[src/rtl/udma_hyper_sched.sv]
// HyperBus transfer scheduler: picks a descriptor round-robin, programs the
// uDMA channel config registers, then waits for end-of-transfer or timeout.
//
// state    | meaning
// IDLE     | no transfer; arbitrate and accept one descriptor
// WR_EXT   | config write: external memory address
// WR_L2    | config write: L2 address
// WR_SIZE  | config write: byte count
// WR_CMD   | config write: start + direction
// WAIT_EOT | waiting for eot_i, timeout counter running
// DONE     | completion; pulses issued and last_q updated
module udma_hyper_sched #(
    parameter int unsigned NB_REQ     = 2,
    parameter int unsigned TRANS_SIZE = 16,
    parameter int unsigned TMO_W      = 16,
    parameter logic [4:0]  A_EXT      = 5'h00,
    parameter logic [4:0]  A_L2       = 5'h01,
    parameter logic [4:0]  A_SIZE     = 5'h02,
    parameter logic [4:0]  A_CMD      = 5'h03
) (
    input  logic                              sys_clk_i,
    input  logic                              rstn_i,
    input  logic [NB_REQ-1:0]                 req_valid_i,
    output logic [NB_REQ-1:0]                 req_ready_o,
    input  logic [NB_REQ-1:0][31:0]           req_ext_addr_i,
    input  logic [NB_REQ-1:0][31:0]           req_l2_addr_i,
    input  logic [NB_REQ-1:0][TRANS_SIZE-1:0] req_size_i,
    input  logic [NB_REQ-1:0]                 req_rwn_i,
    output logic [4:0]                        cfg_addr_o,
    output logic [31:0]                       cfg_data_o,
    output logic                              cfg_valid_o,
    output logic                              cfg_rwn_o,
    input  logic                              cfg_ready_i,
    input  logic                              eot_i,
    output logic [NB_REQ-1:0]                 done_o,
    output logic                              done_rd_o,
    output logic                              done_wr_o,
    output logic                              err_o,
    output logic                              busy_o
);
    localparam int unsigned IW = (NB_REQ > 1) ? $clog2(NB_REQ) : 1;

    typedef enum logic [2:0] {
        IDLE, WR_EXT, WR_L2, WR_SIZE, WR_CMD, WAIT_EOT, DONE
    } state_t;

    state_t                state_q;
    logic [IW-1:0]         last_q;
    logic [IW-1:0]         idx_q;
    logic [31:0]           ext_q;
    logic [31:0]           l2_q;
    logic [TRANS_SIZE-1:0] size_q;
    logic                  rwn_q;
    logic [TMO_W-1:0]      cnt_q;
    logic [NB_REQ-1:0]     done_q;
    logic                  done_rd_q;
    logic                  done_wr_q;
    logic [IW-1:0]         gnt_idx;
    logic                  gnt_any;

    function automatic logic [IW-1:0] rr_idx(input logic [IW-1:0] last, input int k);
        int unsigned s;
        s = (32'(last) + k) % NB_REQ;
        return IW'(s);
    endfunction

    // Scan from farthest to nearest so the first valid index after last_q wins.
    always_comb begin
        gnt_any = 1'b0;
        gnt_idx = '0;
        for (int k = int'(NB_REQ); k >= 1; k--) begin
            if (req_valid_i[rr_idx(last_q, k)]) begin
                gnt_any = 1'b1;
                gnt_idx = rr_idx(last_q, k);
            end
        end
    end

    always_comb begin
        req_ready_o = '0;
        if (rstn_i && state_q == IDLE && gnt_any) begin
            req_ready_o[gnt_idx] = 1'b1;
        end
    end

    always_comb begin
        cfg_valid_o = 1'b1;
        cfg_addr_o  = '0;
        cfg_data_o  = '0;
        case (state_q)
            WR_EXT:  begin cfg_addr_o = A_EXT;  cfg_data_o = ext_q;                  end
            WR_L2:   begin cfg_addr_o = A_L2;   cfg_data_o = l2_q;                   end
            WR_SIZE: begin cfg_addr_o = A_SIZE; cfg_data_o = 32'(size_q);            end
            WR_CMD:  begin cfg_addr_o = A_CMD;  cfg_data_o = {30'd0, 1'b1, rwn_q};   end
            default: cfg_valid_o = 1'b0;
        endcase
    end

    assign cfg_rwn_o = 1'b0;
    assign busy_o    = (state_q != IDLE);
    // A coincident eot_i at the last count wins over the timeout.
    assign err_o     = (state_q == WAIT_EOT) && (&cnt_q) && !eot_i;
    assign done_o    = done_q;
    assign done_rd_o = done_rd_q;
    assign done_wr_o = done_wr_q;

    always_ff @(posedge sys_clk_i or negedge rstn_i) begin
        if (!rstn_i) begin
            state_q   <= IDLE;
            last_q    <= IW'(NB_REQ - 1);
            idx_q     <= '0;
            ext_q     <= '0;
            l2_q      <= '0;
            size_q    <= '0;
            rwn_q     <= 1'b0;
            cnt_q     <= '0;
            done_q    <= '0;
            done_rd_q <= 1'b0;
            done_wr_q <= 1'b0;
        end else begin
            done_q    <= '0;
            done_rd_q <= 1'b0;
            done_wr_q <= 1'b0;
            case (state_q)
                IDLE: begin
                    if (gnt_any) begin
                        idx_q   <= gnt_idx;
                        ext_q   <= req_ext_addr_i[gnt_idx];
                        l2_q    <= req_l2_addr_i[gnt_idx];
                        size_q  <= req_size_i[gnt_idx];
                        rwn_q   <= req_rwn_i[gnt_idx];
                        state_q <= (req_size_i[gnt_idx] == '0) ? DONE : WR_EXT;
                    end
                end
                WR_EXT:  if (cfg_ready_i) state_q <= WR_L2;
                WR_L2:   if (cfg_ready_i) state_q <= WR_SIZE;
                WR_SIZE: if (cfg_ready_i) state_q <= WR_CMD;
                WR_CMD: begin
                    if (cfg_ready_i) begin
                        state_q <= WAIT_EOT;
                        cnt_q   <= '0;
                    end
                end
                WAIT_EOT: begin
                    if (eot_i) begin
                        state_q <= DONE;
                    end else if (&cnt_q) begin
                        state_q <= IDLE;
                    end else begin
                        cnt_q <= cnt_q + 1'b1;
                    end
                end
                DONE: begin
                    done_q[idx_q] <= 1'b1;
                    done_rd_q     <= rwn_q;
                    done_wr_q     <= !rwn_q;
                    last_q        <= idx_q;
                    state_q       <= IDLE;
                end
                default: state_q <= IDLE;
            endcase
        end
    end

endmodule

[config.mk]
export PLATFORM = sky130hd
export DESIGN_NAME = udma_hyper_sched
export DESIGN_NICKNAME = d
export VERILOG_FILES = /design/src/rtl/udma_hyper_sched.sv
export SDC_FILE = /design/constraint.sdc
export NUM_CORES = 1
export LEC_CHECK = 0
export BUFFER_PORTS_ARGS = -buffer_cell sky130_fd_sc_hd__buf_2
export CAP_MARGIN = 10
export CELL_PAD_IN_SITES_DETAIL_PLACEMENT = 1
export CELL_PAD_IN_SITES_GLOBAL_PLACEMENT = 1
export CORE_UTILIZATION = 33
export CTS_CLUSTER_DIAMETER = 120
export DETAILED_ROUTE_END_ITERATION = 10
export PLACE_DENSITY_LB_ADDON = 0.15
export SYNTH_ARGS = -nofsm -noshare
export SYNTH_HDL_FRONTEND = slang
export SYNTH_SLANG_ARGS = --single-unit
export TNS_END_PERCENT = 30
[constraint.sdc]
create_clock -name sys_clk_i -period 2 [get_ports sys_clk_i]
set_clock_uncertainty 0.1 [all_clocks]
set_input_delay 0.1 -clock sys_clk_i [delete_from_list [all_inputs] [get_ports sys_clk_i]]
set_output_delay 0.1 -clock sys_clk_i [all_outputs]
set_load 0.02 [all_outputs]
==> results.toml <==
[worst_hold_path]
min_from = "req_ext_addr_i[40]"
hold_path_depth = 3
hold_path_class = "in -> reg"
hold_end = "ext_q[8]"

[power]
power_density_nw_per_um2 = 1310
power_leakage_uw = 0.00448
peakVddDrop_mv = 0.709
p_total_uw = 12700

[logic_synthesis]
syn-cell-area_um2 = 5830
yosysWarnings = 0
synth_top_area_frac = 0.451
async_flop_share = 1.00
yosysSeqAreaShare = 0.455
yosys-top-cells-count = "128 x nor2_1, 105 x dfrtp_1, 88 x a21oi_1"
yosysTopAreaCell = "dfrtp_1"
ys_top_cells_by_area = "dfrtp_1 45%, mux2i_1 14%, nor2_1 8.2%"
synthFlopType = "dfrtp_1"
synth_cell_types = 49
syn_inst = 621
synth_seq_cells = 106
synth_edf_count = 0
synth_most_common_cell = "nor2_1"
avgSynthCellArea_um2 = 9.39

[floorplanning]
io_pins = 215
initial_core_util = 0.337
die_w_um = 135
fp.dieH_um = 135
placement_rows = 48
dieArea_um2 = 18200
coreArea_um2 = 17300

[final_layout]
fin_cells = 1234
drive_gt1_frac = 0.349
final_nets = 1173
postLayoutCoreUtil = 0.558
diodes = 0
area_growth_pct = 65.5

[route]
wire_per_inst_um = 19.0
dr.pass1.iters = 4
wirelength_um = 23400
viasPerCell = 5.09
drc = 0
vias = 6282
drtIter0Drc = 222
final_antenna_net_count = 0

[critical_path]
cp-start-kind = "flop"
path_max_fanout = 7
critPathCaptureType = "output port"
criticalPathCategory = "reg -> out"
critPathArrivalTime_ns = 1.83
ff2ff_path_depth = 6
rrSetupSlack_ns = 0.03
cp.required_ns = 1.80
reg2reg_to = "cnt_q[5]"
reg2reg_from = "cnt_q[1]"

[placed_design]
place_congestion = 0.825
dpl.cell_count = 1047
dp_hpwl_um = 14400
portBuffers = 210

[cts]
cts_buffer_depth = 2
cts_tree = "done"
htree_levels = 3
clock_latency_ns = 0.36
cts.sinks = 106
path_clk_slew_ns = 0.07
numCtsBuffers = 9
root_buffer = "clkbuf_16"

[global_routing]
grt-busiest-layer = "met2"
grt_util_met1 = 0.282
grtUsageTotal = 0.255
grt_pass1_wl_um = 35400
grt_max_degree = 64
grt_pass1_vias = 6800
globalRouteMet2Util = 0.464
antenna_found_initial = 0
gr-total-overflow = 0
use_met3 = 0.0589

[run_status]
failed_checks = "negative setup slack"
status = "finished with violations"

[sta]
rsz0062_at_grt = "true"
period_share = 1.02
fmax_ghz = 0.492
finalHoldViolations = 0
fin_ws_ns = -0.0317
setup_violations = 4
min_period_ns = 2.03
fin_setup_tns_ns = -0.0628
drv_slew = 0

[run]
max-cap-violations = 0
## metal layers
| metal | vias up | part of all wire |
|---|---|---|
| met5 | - | 0 |
| met4 | 0 | 0.030 |
| met3 | 51 | 0.043 |
| met2 | 186 | 0.53 |
| met1 | 3066 | 0.40 |
| li1 | 2979 | - |
## how the worst max path moves through the flow
stage,depth (start not counted),to,slack [ns],start
final,7,req_ready_o[0],-0.03,state_q[0]
after global placement,6,cnt_q[5],0.003,cnt_q[0]
after detailed placement,6,cnt_q[5],-0.08,cnt_q[0]
after CTS,6,err_o,-0.08,cnt_q[1]
after floorplan,6,cnt_q[5],0.05,cnt_q[0]
after global routing,7,req_ready_o[0],-0.11,state_q[0]
## timing repair
action,CTS,global route
hold buffers,139,1
gates resized for setup,19,46
endpoints found under the hold margin,160,1
endpoints found under the setup margin,36,57
buffers inserted,8,21
pin swaps,2,8
gates cloned,0,2
## layout by cell type, fill, tap and decap left out, drive strengths merged, types with 2 or more instances in the layout
cell type    count
a211oi           4
a21o             4
a21oi           88
a22oi           32
and3             5
and4             2
buf            280
bufinv           2
clkbuf          12
clkinvlp         2
conb             4
dfrtp          105
dlygate4sd3    140
inv              8
mux2            17
mux2i           83
nand2           13
nand3            8
nand4            8
nor2           129
nor2b            2
nor3             4
nor4            10
o211ai           3
o21ai            8
o22ai            4
o31ai            3
or3              2
or4              4
xnor2            8
## per-stage QoR
step	hold slack [ns]	setup WS, ns	instance area (µm²)
2_1_floorplan	-0.296	0.0496	5840
3_3_place_gp	-0.0508	0.00268	7430
3_5_place_dp	-0.0403	-0.0826	7430
4_1_cts	0.00113	-0.0777	9280
5_1_grt	0.0126	-0.107	9650
6_report	0.00283	-0.0317	9650
## where the power goes
part | total (µW) | leakage (µW) | switching, µW | internal (µW)
Combinational | 7050 | 0.00310 | 3780 | 3270
Sequential | 3640 | 0.00122 | 597 | 3040
Clock | 2000 | 0.000153 | 878 | 1120
## worst max-delay path, stage by stage, from the launching register on
cell and delay (ns):
dfrtp_2 0.46, buf_12 0.16, nor3_4 0.20, inv_2 0.08, nor2_4 0.14, buf_12 0.13, and3b_1 0.18, buf_6 0.12
## sequential cells by signal, summed over array words and instances (netlist names), 2 cells and up
signal / flops
state_q: 3
ext_q: 32
done_o: 2
cnt_q: 16
l2_q: 32
size_q: 16
## area by class of cell
class,count,area [µm²]
fillers,1960,7640
clock buffers,10,229
multi-input cells,459,3070
flip-flops and latches,106,2660
repair buffers,422,3300
clock inverters,6,97.6
well taps,225,282
inverters,6,22.5
## cells by family (layout without fill, tap and decap cells)
group,count (synthesis),after routing,synth area share
other,1,4,0.000643
adder cells (fa/ha/maj),1,1,0.00215
flip-flops,106,106,0.455
XOR/XNOR,9,9,0.0135
AO/OA/AOI/OAI,152,152,0.155
buffers and inverters,59,444,0.0470
AND/OR/NAND/NOR,193,193,0.151
multiplexers,100,100,0.175
Note: power is estimated with default switching activity, not from simulation.
